--- config.mk ---
export PLATFORM = sky130hd
export DESIGN_NAME = llc_mem_responder_flat
export DESIGN_NICKNAME = d
export VERILOG_FILES = /design/src/rtl/llc_mem_responder_if.sv /design/src/rtl/llc_mem_responder.sv /design/src/flat_wrapper.sv
export SDC_FILE = /design/constraint.sdc
export NUM_CORES = 1
export LEC_CHECK = 0
export BUFFER_PORTS_ARGS = -buffer_cell sky130_fd_sc_hd__buf_2
export CAP_MARGIN = 20
export CORE_ASPECT_RATIO = 1.75
export CORE_MARGIN = 1
export CORE_UTILIZATION = 40
export CTS_CLUSTER_SIZE = 16
export DETAILED_ROUTE_END_ITERATION = 7
export GPL_TIMING_DRIVEN = 0
export HOLD_SLACK_MARGIN = 0.02
export PLACE_DENSITY = 0.72
export SYNTH_ARGS = -nofsm -noshare
export SYNTH_HDL_FRONTEND = slang
export SYNTH_SLANG_ARGS = --single-unit
export TNS_END_PERCENT = 30
--- constraint.sdc ---
create_clock -name clk -period 3.65 [get_ports clk]
set_clock_uncertainty 0.2 [all_clocks]
set_input_delay 0.1825 -clock clk [delete_from_list [all_inputs] [get_ports clk]]
set_output_delay 0.1825 -clock clk [all_outputs]
set_load 0.02 [all_outputs]
--- src/rtl/llc_mem_responder_if.sv ---
// Bus bundle between the LLC core, llc_mem_responder and the memory command port.
// slave = responder view, master = LLC core / memory side view.
interface llc_mem_responder_if #(
  parameter int ADDR_BITS   = 32,
  parameter int OFFSET_BITS = 4,
  parameter int LINE_BITS   = 128,
  parameter int WORD_BITS   = 64
);
  logic                             llc_mem_req_valid;
  logic                             llc_mem_req_ready;
  logic                             llc_mem_req_hwrite;
  logic [2:0]                       llc_mem_req_hsize;
  logic                             llc_mem_req_hprot;
  logic [ADDR_BITS-OFFSET_BITS-1:0] llc_mem_req_addr;
  logic [LINE_BITS-1:0]             llc_mem_req_line;

  logic                             llc_mem_rsp_valid;
  logic                             llc_mem_rsp_ready;
  logic [LINE_BITS-1:0]             llc_mem_rsp_line;

  logic                             mem_cmd_valid;
  logic                             mem_cmd_ready;
  logic                             mem_cmd_write;
  logic                             mem_cmd_hprot;
  logic [ADDR_BITS-1:0]             mem_cmd_addr;
  logic [WORD_BITS-1:0]             mem_cmd_wdata;

  logic                             mem_rdata_valid;
  logic [WORD_BITS-1:0]             mem_rdata;

  modport slave (
    input  llc_mem_req_valid, llc_mem_req_hwrite, llc_mem_req_hsize, llc_mem_req_hprot,
           llc_mem_req_addr, llc_mem_req_line, llc_mem_rsp_ready, mem_cmd_ready,
           mem_rdata_valid, mem_rdata,
    output llc_mem_req_ready, llc_mem_rsp_valid, llc_mem_rsp_line, mem_cmd_valid,
           mem_cmd_write, mem_cmd_hprot, mem_cmd_addr, mem_cmd_wdata
  );

  modport master (
    output llc_mem_req_valid, llc_mem_req_hwrite, llc_mem_req_hsize, llc_mem_req_hprot,
           llc_mem_req_addr, llc_mem_req_line, llc_mem_rsp_ready, mem_cmd_ready,
           mem_rdata_valid, mem_rdata,
    input  llc_mem_req_ready, llc_mem_rsp_valid, llc_mem_rsp_line, mem_cmd_valid,
           mem_cmd_write, mem_cmd_hprot, mem_cmd_addr, mem_cmd_wdata
  );
endinterface

--- src/rtl/llc_mem_responder.sv ---
// Memory-side responder: splits LLC line requests into word beats and reassembles read lines.
// Optional line counters are enabled with `define LLC_MEM_STATS_EN.
module llc_mem_responder #(
  parameter int ADDR_BITS   = 32,
  parameter int OFFSET_BITS = 4,
  parameter int LINE_BITS   = 128,
  parameter int WORD_BITS   = 64
) (
  input logic                clk,
  input logic                rst,
  llc_mem_responder_if.slave bus
`ifdef LLC_MEM_STATS_EN
  ,
  input  logic               stat_clr,
  output logic [31:0]        stat_rd_lines,
  output logic [31:0]        stat_wr_lines
`endif
);

  localparam int LADDR_BITS = ADDR_BITS - OFFSET_BITS;
  localparam int BEATS      = LINE_BITS / WORD_BITS;
  localparam int CNT_W      = $clog2(BEATS) + 1;
  localparam int WORD_BYTES = WORD_BITS / 8;
  localparam logic [CNT_W-1:0] BEATS_C = CNT_W'(BEATS);
  localparam logic [CNT_W-1:0] LAST_C  = CNT_W'(BEATS - 1);

  localparam logic [1:0] S_IDLE = 2'd0;
  localparam logic [1:0] S_RD   = 2'd1;
  localparam logic [1:0] S_RSP  = 2'd2;
  localparam logic [1:0] S_WR   = 2'd3;

  logic [1:0]            state;
  logic [CNT_W-1:0]      cmd_cnt;
  logic [CNT_W-1:0]      data_cnt;
  logic [CNT_W-1:0]      cmd_nxt;
  logic [LADDR_BITS-1:0] addr_q;
  logic [LINE_BITS-1:0]  line_q;
  logic [2:0]            hsize_q;
  logic [LINE_BITS-1:0]  rsp_line;
  logic                  cmd_valid;
  logic                  cmd_write;
  logic                  cmd_hprot;
  logic [ADDR_BITS-1:0]  cmd_addr;
  logic [WORD_BITS-1:0]  cmd_wdata;
  logic                  req_hs;
  logic                  cmd_hs;
  logic                  rsp_hs;
  logic                  rd_last;
  logic                  wr_last;
  logic                  hsize_unused;

  // Offset never carries into the line address: beats stay inside their line.
  function automatic logic [ADDR_BITS-1:0] beat_addr(input logic [LADDR_BITS-1:0] la,
                                                     input logic [CNT_W-1:0] idx);
    logic [OFFSET_BITS-1:0] off;
    off = OFFSET_BITS'(32'(idx) * WORD_BYTES);
    return {la, off};
  endfunction

  function automatic logic [WORD_BITS-1:0] beat_word(input logic [LINE_BITS-1:0] line,
                                                     input logic [CNT_W-1:0] idx);
    logic [WORD_BITS-1:0] w;
    w = '0;
    for (int i = 0; i < BEATS; i++)
      if (idx == CNT_W'(i)) w = line[i*WORD_BITS +: WORD_BITS];
    return w;
  endfunction

  assign bus.llc_mem_req_ready = rst && (state == S_IDLE);
  assign bus.llc_mem_rsp_valid = (state == S_RSP);
  assign bus.llc_mem_rsp_line  = rsp_line;
  assign bus.mem_cmd_valid     = cmd_valid;
  assign bus.mem_cmd_write     = cmd_write;
  assign bus.mem_cmd_hprot     = cmd_hprot;
  assign bus.mem_cmd_addr      = cmd_addr;
  assign bus.mem_cmd_wdata     = cmd_wdata;

  assign req_hs  = bus.llc_mem_req_valid && bus.llc_mem_req_ready;
  assign cmd_hs  = cmd_valid && bus.mem_cmd_ready;
  assign rsp_hs  = bus.llc_mem_rsp_valid && bus.llc_mem_rsp_ready;
  assign cmd_nxt = cmd_cnt + CNT_W'(1);
  assign rd_last = bus.mem_rdata_valid && (data_cnt == LAST_C);
  assign wr_last = cmd_hs && (cmd_cnt == LAST_C);

  // hsize is kept with the request but the beat count is fixed by the line geometry.
  assign hsize_unused = ^hsize_q;

  always_ff @(posedge clk) begin
    if (!rst) begin
      state     <= S_IDLE;
      cmd_cnt   <= '0;
      data_cnt  <= '0;
      cmd_valid <= 1'b0;
      cmd_write <= 1'b0;
      cmd_hprot <= 1'b0;
      cmd_addr  <= '0;
      cmd_wdata <= '0;
      rsp_line  <= '0;
    end else begin
      case (state)
        S_IDLE: begin
          if (req_hs) begin
            state     <= bus.llc_mem_req_hwrite ? S_WR : S_RD;
            cmd_cnt   <= '0;
            data_cnt  <= '0;
            cmd_valid <= 1'b1;
            cmd_write <= bus.llc_mem_req_hwrite;
            cmd_hprot <= bus.llc_mem_req_hprot;
            cmd_addr  <= beat_addr(bus.llc_mem_req_addr, '0);
            cmd_wdata <= bus.llc_mem_req_hwrite ? beat_word(bus.llc_mem_req_line, '0) : '0;
          end
        end
        S_RD: begin
          if (cmd_hs) begin
            cmd_cnt <= cmd_nxt;
            if (cmd_nxt == BEATS_C) cmd_valid <= 1'b0;
            else                    cmd_addr  <= beat_addr(addr_q, cmd_nxt);
          end
          // Returned data is independent of the command side and may land in the same cycle.
          if (bus.mem_rdata_valid) begin
            for (int i = 0; i < BEATS; i++)
              if (data_cnt == CNT_W'(i)) rsp_line[i*WORD_BITS +: WORD_BITS] <= bus.mem_rdata;
            data_cnt <= data_cnt + CNT_W'(1);
          end
          if (rd_last) begin
            state     <= S_RSP;
            cmd_valid <= 1'b0;
          end
        end
        S_RSP: begin
          if (rsp_hs) state <= S_IDLE;
        end
        S_WR: begin
          if (cmd_hs) begin
            cmd_cnt <= cmd_nxt;
            if (wr_last) begin
              state     <= S_IDLE;
              cmd_valid <= 1'b0;
              cmd_write <= 1'b0;
            end else begin
              cmd_addr  <= beat_addr(addr_q, cmd_nxt);
              cmd_wdata <= beat_word(line_q, cmd_nxt);
            end
          end
        end
        default: state <= S_IDLE;
      endcase
    end
  end

  always_ff @(posedge clk) begin
    if (req_hs) begin
      addr_q  <= bus.llc_mem_req_addr;
      line_q  <= bus.llc_mem_req_line;
      hsize_q <= bus.llc_mem_req_hsize;
    end
  end

`ifdef LLC_MEM_STATS_EN
  always_ff @(posedge clk) begin
    if (!rst || stat_clr) begin
      stat_rd_lines <= '0;
      stat_wr_lines <= '0;
    end else begin
      if (rsp_hs && (stat_rd_lines != 32'hFFFF_FFFF))
        stat_rd_lines <= stat_rd_lines + 32'd1;
      if (state == S_WR && wr_last && (stat_wr_lines != 32'hFFFF_FFFF))
        stat_wr_lines <= stat_wr_lines + 32'd1;
    end
  end
`endif

endmodule

--- src/flat_wrapper.sv ---
// flat-port wrapper written by rule: the top's interface ports become plain ports
module llc_mem_responder_flat 
#(
  parameter int ADDR_BITS   = 32,
  parameter int OFFSET_BITS = 4,
  parameter int LINE_BITS   = 128,
  parameter int WORD_BITS   = 64
)
  (clk, rst, bus_llc_mem_req_valid, bus_llc_mem_req_hwrite, bus_llc_mem_req_hsize, bus_llc_mem_req_hprot, bus_llc_mem_req_addr, bus_llc_mem_req_line, bus_llc_mem_rsp_ready, bus_mem_cmd_ready, bus_mem_rdata_valid, bus_mem_rdata, bus_llc_mem_req_ready, bus_llc_mem_rsp_valid, bus_llc_mem_rsp_line, bus_mem_cmd_valid, bus_mem_cmd_write, bus_mem_cmd_hprot, bus_mem_cmd_addr, bus_mem_cmd_wdata);
  llc_mem_responder_if #(.ADDR_BITS(ADDR_BITS), .OFFSET_BITS(OFFSET_BITS), .LINE_BITS(LINE_BITS), .WORD_BITS(WORD_BITS)) bus_i ();
  input logic clk;
  input logic rst;
  input wire logic [$bits(bus_i.llc_mem_req_valid)-1:0] bus_llc_mem_req_valid;
  input wire logic [$bits(bus_i.llc_mem_req_hwrite)-1:0] bus_llc_mem_req_hwrite;
  input wire logic [$bits(bus_i.llc_mem_req_hsize)-1:0] bus_llc_mem_req_hsize;
  input wire logic [$bits(bus_i.llc_mem_req_hprot)-1:0] bus_llc_mem_req_hprot;
  input wire logic [$bits(bus_i.llc_mem_req_addr)-1:0] bus_llc_mem_req_addr;
  input wire logic [$bits(bus_i.llc_mem_req_line)-1:0] bus_llc_mem_req_line;
  input wire logic [$bits(bus_i.llc_mem_rsp_ready)-1:0] bus_llc_mem_rsp_ready;
  input wire logic [$bits(bus_i.mem_cmd_ready)-1:0] bus_mem_cmd_ready;
  input wire logic [$bits(bus_i.mem_rdata_valid)-1:0] bus_mem_rdata_valid;
  input wire logic [$bits(bus_i.mem_rdata)-1:0] bus_mem_rdata;
  output wire logic [$bits(bus_i.llc_mem_req_ready)-1:0] bus_llc_mem_req_ready;
  output wire logic [$bits(bus_i.llc_mem_rsp_valid)-1:0] bus_llc_mem_rsp_valid;
  output wire logic [$bits(bus_i.llc_mem_rsp_line)-1:0] bus_llc_mem_rsp_line;
  output wire logic [$bits(bus_i.mem_cmd_valid)-1:0] bus_mem_cmd_valid;
  output wire logic [$bits(bus_i.mem_cmd_write)-1:0] bus_mem_cmd_write;
  output wire logic [$bits(bus_i.mem_cmd_hprot)-1:0] bus_mem_cmd_hprot;
  output wire logic [$bits(bus_i.mem_cmd_addr)-1:0] bus_mem_cmd_addr;
  output wire logic [$bits(bus_i.mem_cmd_wdata)-1:0] bus_mem_cmd_wdata;
  assign bus_i.llc_mem_req_valid = bus_llc_mem_req_valid;
  assign bus_i.llc_mem_req_hwrite = bus_llc_mem_req_hwrite;
  assign bus_i.llc_mem_req_hsize = bus_llc_mem_req_hsize;
  assign bus_i.llc_mem_req_hprot = bus_llc_mem_req_hprot;
  assign bus_i.llc_mem_req_addr = bus_llc_mem_req_addr;
  assign bus_i.llc_mem_req_line = bus_llc_mem_req_line;
  assign bus_i.llc_mem_rsp_ready = bus_llc_mem_rsp_ready;
  assign bus_i.mem_cmd_ready = bus_mem_cmd_ready;
  assign bus_i.mem_rdata_valid = bus_mem_rdata_valid;
  assign bus_i.mem_rdata = bus_mem_rdata;
  assign bus_llc_mem_req_ready = bus_i.llc_mem_req_ready;
  assign bus_llc_mem_rsp_valid = bus_i.llc_mem_rsp_valid;
  assign bus_llc_mem_rsp_line = bus_i.llc_mem_rsp_line;
  assign bus_mem_cmd_valid = bus_i.mem_cmd_valid;
  assign bus_mem_cmd_write = bus_i.mem_cmd_write;
  assign bus_mem_cmd_hprot = bus_i.mem_cmd_hprot;
  assign bus_mem_cmd_addr = bus_i.mem_cmd_addr;
  assign bus_mem_cmd_wdata = bus_i.mem_cmd_wdata;
  llc_mem_responder #(.ADDR_BITS(ADDR_BITS), .OFFSET_BITS(OFFSET_BITS), .LINE_BITS(LINE_BITS), .WORD_BITS(WORD_BITS)) u_core (.clk(clk), .rst(rst), .bus(bus_i));
endmodule
==> flow_summary.ini <==
[sta]
finalCriticalPeriod_ns = 3.18
setup_viol_count_final = 0
slew_headroom_pct = 38.4
fin_crit_sh_pct = 87.0
rsz0062_at_grt = no
fin_setup_tns_ns = 0
fin_ws_ns = 0.474
maxSlewViolCount = 0
whs_ns = 0.0479
hold_violations = 0
fmax_mhz = 315
tightest_slew_ns = 0.924

[route]
vias = 14900
totalWireLength_um = 56500
antenna_left = 0
viasPerCell = 5.52
dr.first_iter.drc_count = 991
first_pass_iters = 7
wire_per_inst_um = 21.0
drcViolationCount = 0

[global_route]
grt_pass1_wl_um = 84500
grt-ovfl-total = 0
antenna_found_initial = 8
grt_max_degree = 88
first_global_vias = 15000
gr-usage-all-layers_pct = 27.7

[worst_setup_path]
crit_fanout = 87
worstRegToRegCells = 9
critPathCaptureType = flip-flop
cp.required_ns = 3.94
criticalPathCategory = flip-flop to flip-flop
crit_buf_inv = 6
cp_data_arrival_time_ns = 3.47
r2r-end = u_core.bus.mem_cmd_hprot
crit_path_start = u_core.state[0]
reg2reg_from = u_core.state[0]
critical_path.top_delay_family = buffers and inverters
cp.depth = 9
crit_path_cell_trace = nand4bb_1 -> buf_4 -> inv_2 -> buf_4 -> buf_8 -> buf_16 -> nand2_1 -> nand2_1 -> dlygate4sd3_1
r2r_slack_ns = 0.47
worstSetupEndpoint = u_core.bus.mem_cmd_hprot
crit_slowest_cell = dlygate4sd3_1
critical_path.max_stage_delay_ns = 0.54
worstSetupStartpointType = flip-flop

[power]
p_per_area_nw_per_um2 = 469
irDropWorstVdd_uv = 361
p_leak_nw = 8.81

[yosys]
yosys_warnings = 0
synth_flop_cell = dfxtp_1
syn_inst = 1453
ys_types = 40
synth_edf_count = 156
synth_area_per_cell_um2 = 10.8
async_reset_ff_share_pct = 0
yosysSeqAreaShare_pct = 59.3
syn_area_um2 = 15700
synth_seq_cells = 386

[die]
pin_count = 460
die_y_um = 264
coreArea_um2 = 38500
die_x_um = 152
initial_core_util_pct = 40.7
core.rowCount = 95
die_area_um2 = 40000

[placed_design]
place_ws_ns = 0.821
io_buffers = 452
gp_congestion = 0.894
place_hpwl_um = 38800

[finish]
area_delta_synth_final_pct = 40.9
drive_gt1_share_pct = 31.6
num-fill-cells = 3185
final_nets = 2411
final_core_util_pct = 57.3

[clock_network]
numCtsBuffers = 36
cts_tree = done
clock_sinks = 386
insertion_delay_ns = 0.55
path_clk_slew_ns = 0.07
cts-resized-gates = 0
root_buffer = clkbuf_16
cts_hold_buf = 229
ctsHtreeMaxLevel = 2
cts_setup_buffers = 0
ctsLongestPathBuffers = 3

[run]
cap_viol_max_count = 0

[run_status]
status = finished clean

[hold_path]
hold_path.class = primary input to flip-flop
[worst min path at each step]
stage                                    from                     endpoint  cells after the start
global placement     bus_llc_mem_req_line[74]            u_core.line_q[74]                      1
CTS                    bus_llc_mem_req_hwrite  u_core.bus.mem_cmd_wdata[1]                      4
finish                 bus_llc_mem_req_hwrite  u_core.bus.mem_cmd_wdata[1]                      4
detailed placement  bus_llc_mem_req_line[114]           u_core.line_q[114]                      1
global route           bus_llc_mem_req_hwrite  u_core.bus.mem_cmd_wdata[0]                      4
floorplan             bus_llc_mem_req_addr[0]             u_core.addr_q[0]                      0
[worst register-to-register path: cells and delay by family, from the launching register on]
kind / cells / cell delay [ns]
flip-flops: 1 / 0.38
buffers and inverters: 6 / 2.05
AND/OR/NAND/NOR: 3 / 0.49
[cell usage after synthesis, types with 2 or more instances]
library cell    n  area (um2)
clkbuf_1       69         259
edfxtp_1      156        4680
a21oi_1       135         676
ha_1            5        62.6
buf_1          20        75.1
mux2i_1        28         280
a22oi_1        64         480
nand4_1         2        12.5
buf_6           6        67.6
a211oi_1       97         728
inv_1           6        22.5
dfxtp_1       230        4600
nor3_1         29         145
and4b_1         3        30.0
o211ai_1        2        15.0
buf_2          42         210
a211oi_2       60         751
o21ai_0         2        10.0
a31o_2         64         561
nor2_1          3        11.3
nand3b_1       65         488
nand2_1       325        1220
nor2b_1         2        12.5
nand3_1         7        35.0
buf_4          14         105
nand4b_1        3        26.3
[layer usage]
metal | wire [um] | global-route usage (%) | part of all wire [%]
met4 | 3610 | 17.7 | 6.4
met2 | 29000 | 49.0 | 51
met5 | 0 | 0 | 0
met3 | 3860 | 5.25 | 6.8
met1 | 20000 | 29.6 | 35
[power by group]
part | switching, mW | internal, mW
logic | 0.973 | 0.668
clock network | 1.71 | 2.17
registers | 0.114 | 4.73
total | 2.80 | 7.57
[through the flow]
stage / cell area [um2] / total power, mW / cells
finish: 22100 / 10.4 / 2695
global route: 22100 / 10.7 / 2693
CTS: 22100 / 10.3 / 2685
detailed placement: 18600 / 6.34 / 2393
global placement: 18500 / 6.31 / 2392
floorplan: 15700 / 5.77 / 1455
[state kept, by name, indices dropped and copies added (netlist names), 2 cells and up]
name                         flops
u_core.line_q                  128
u_core.data_cnt                  2
u_core.bus.llc_mem_rsp_line    128
u_core.bus.mem_cmd_wdata        64
u_core.cmd_cnt                   2
u_core.addr_q                   28
u_core.state                     2
u_core.bus.mem_cmd_addr         29
[cell usage in the layout (no fill, tap or decap), types with 7 or more instances in the layout]
master	n
a21oi_1	135
nand3_1	7
mux2i_1	28
a211oi_1	97
a22oi_1	64
buf_4	13
diode_2	10
a211oi_2	60
clkbuf_1	76
buf_1	20
clkbuf_16	40
nor3_1	29
dlygate4sd3_1	229
edfxtp_1	156
a31o_2	64
buf_2	494
dfxtp_1	230
nand2_1	325
nand3b_1	65
[kinds of logic after synthesis]
group	count (synthesis)	share of synthesized area [%]
adder cells (fa/ha/maj)	5	0.399
buffers and inverters	158	4.74
multiplexers	28	1.79
flip-flops	386	59.3
AO/OA/AOI/OAI	431	20.9
AND/OR/NAND/NOR	444	12.9
other	1	0.0239
[cell type report]
type | instances | area (um2) | area share [%]
inverter | 7 | 26.3 | 0.119
clock inverter | 11 | 90.1 | 0.408
clock buffer | 52 | 1100 | 4.96
sequential | 386 | 9290 | 42.1
buffer | 151 | 724 | 3.28
tap | 485 | 607 | 2.75
timing repair buffer | 682 | 4580 | 20.7
antenna | 10 | 25.0 | 0.113
multi-input combinational | 911 | 5650 | 25.6
Note: power is estimated with default switching activity, not from simulation.
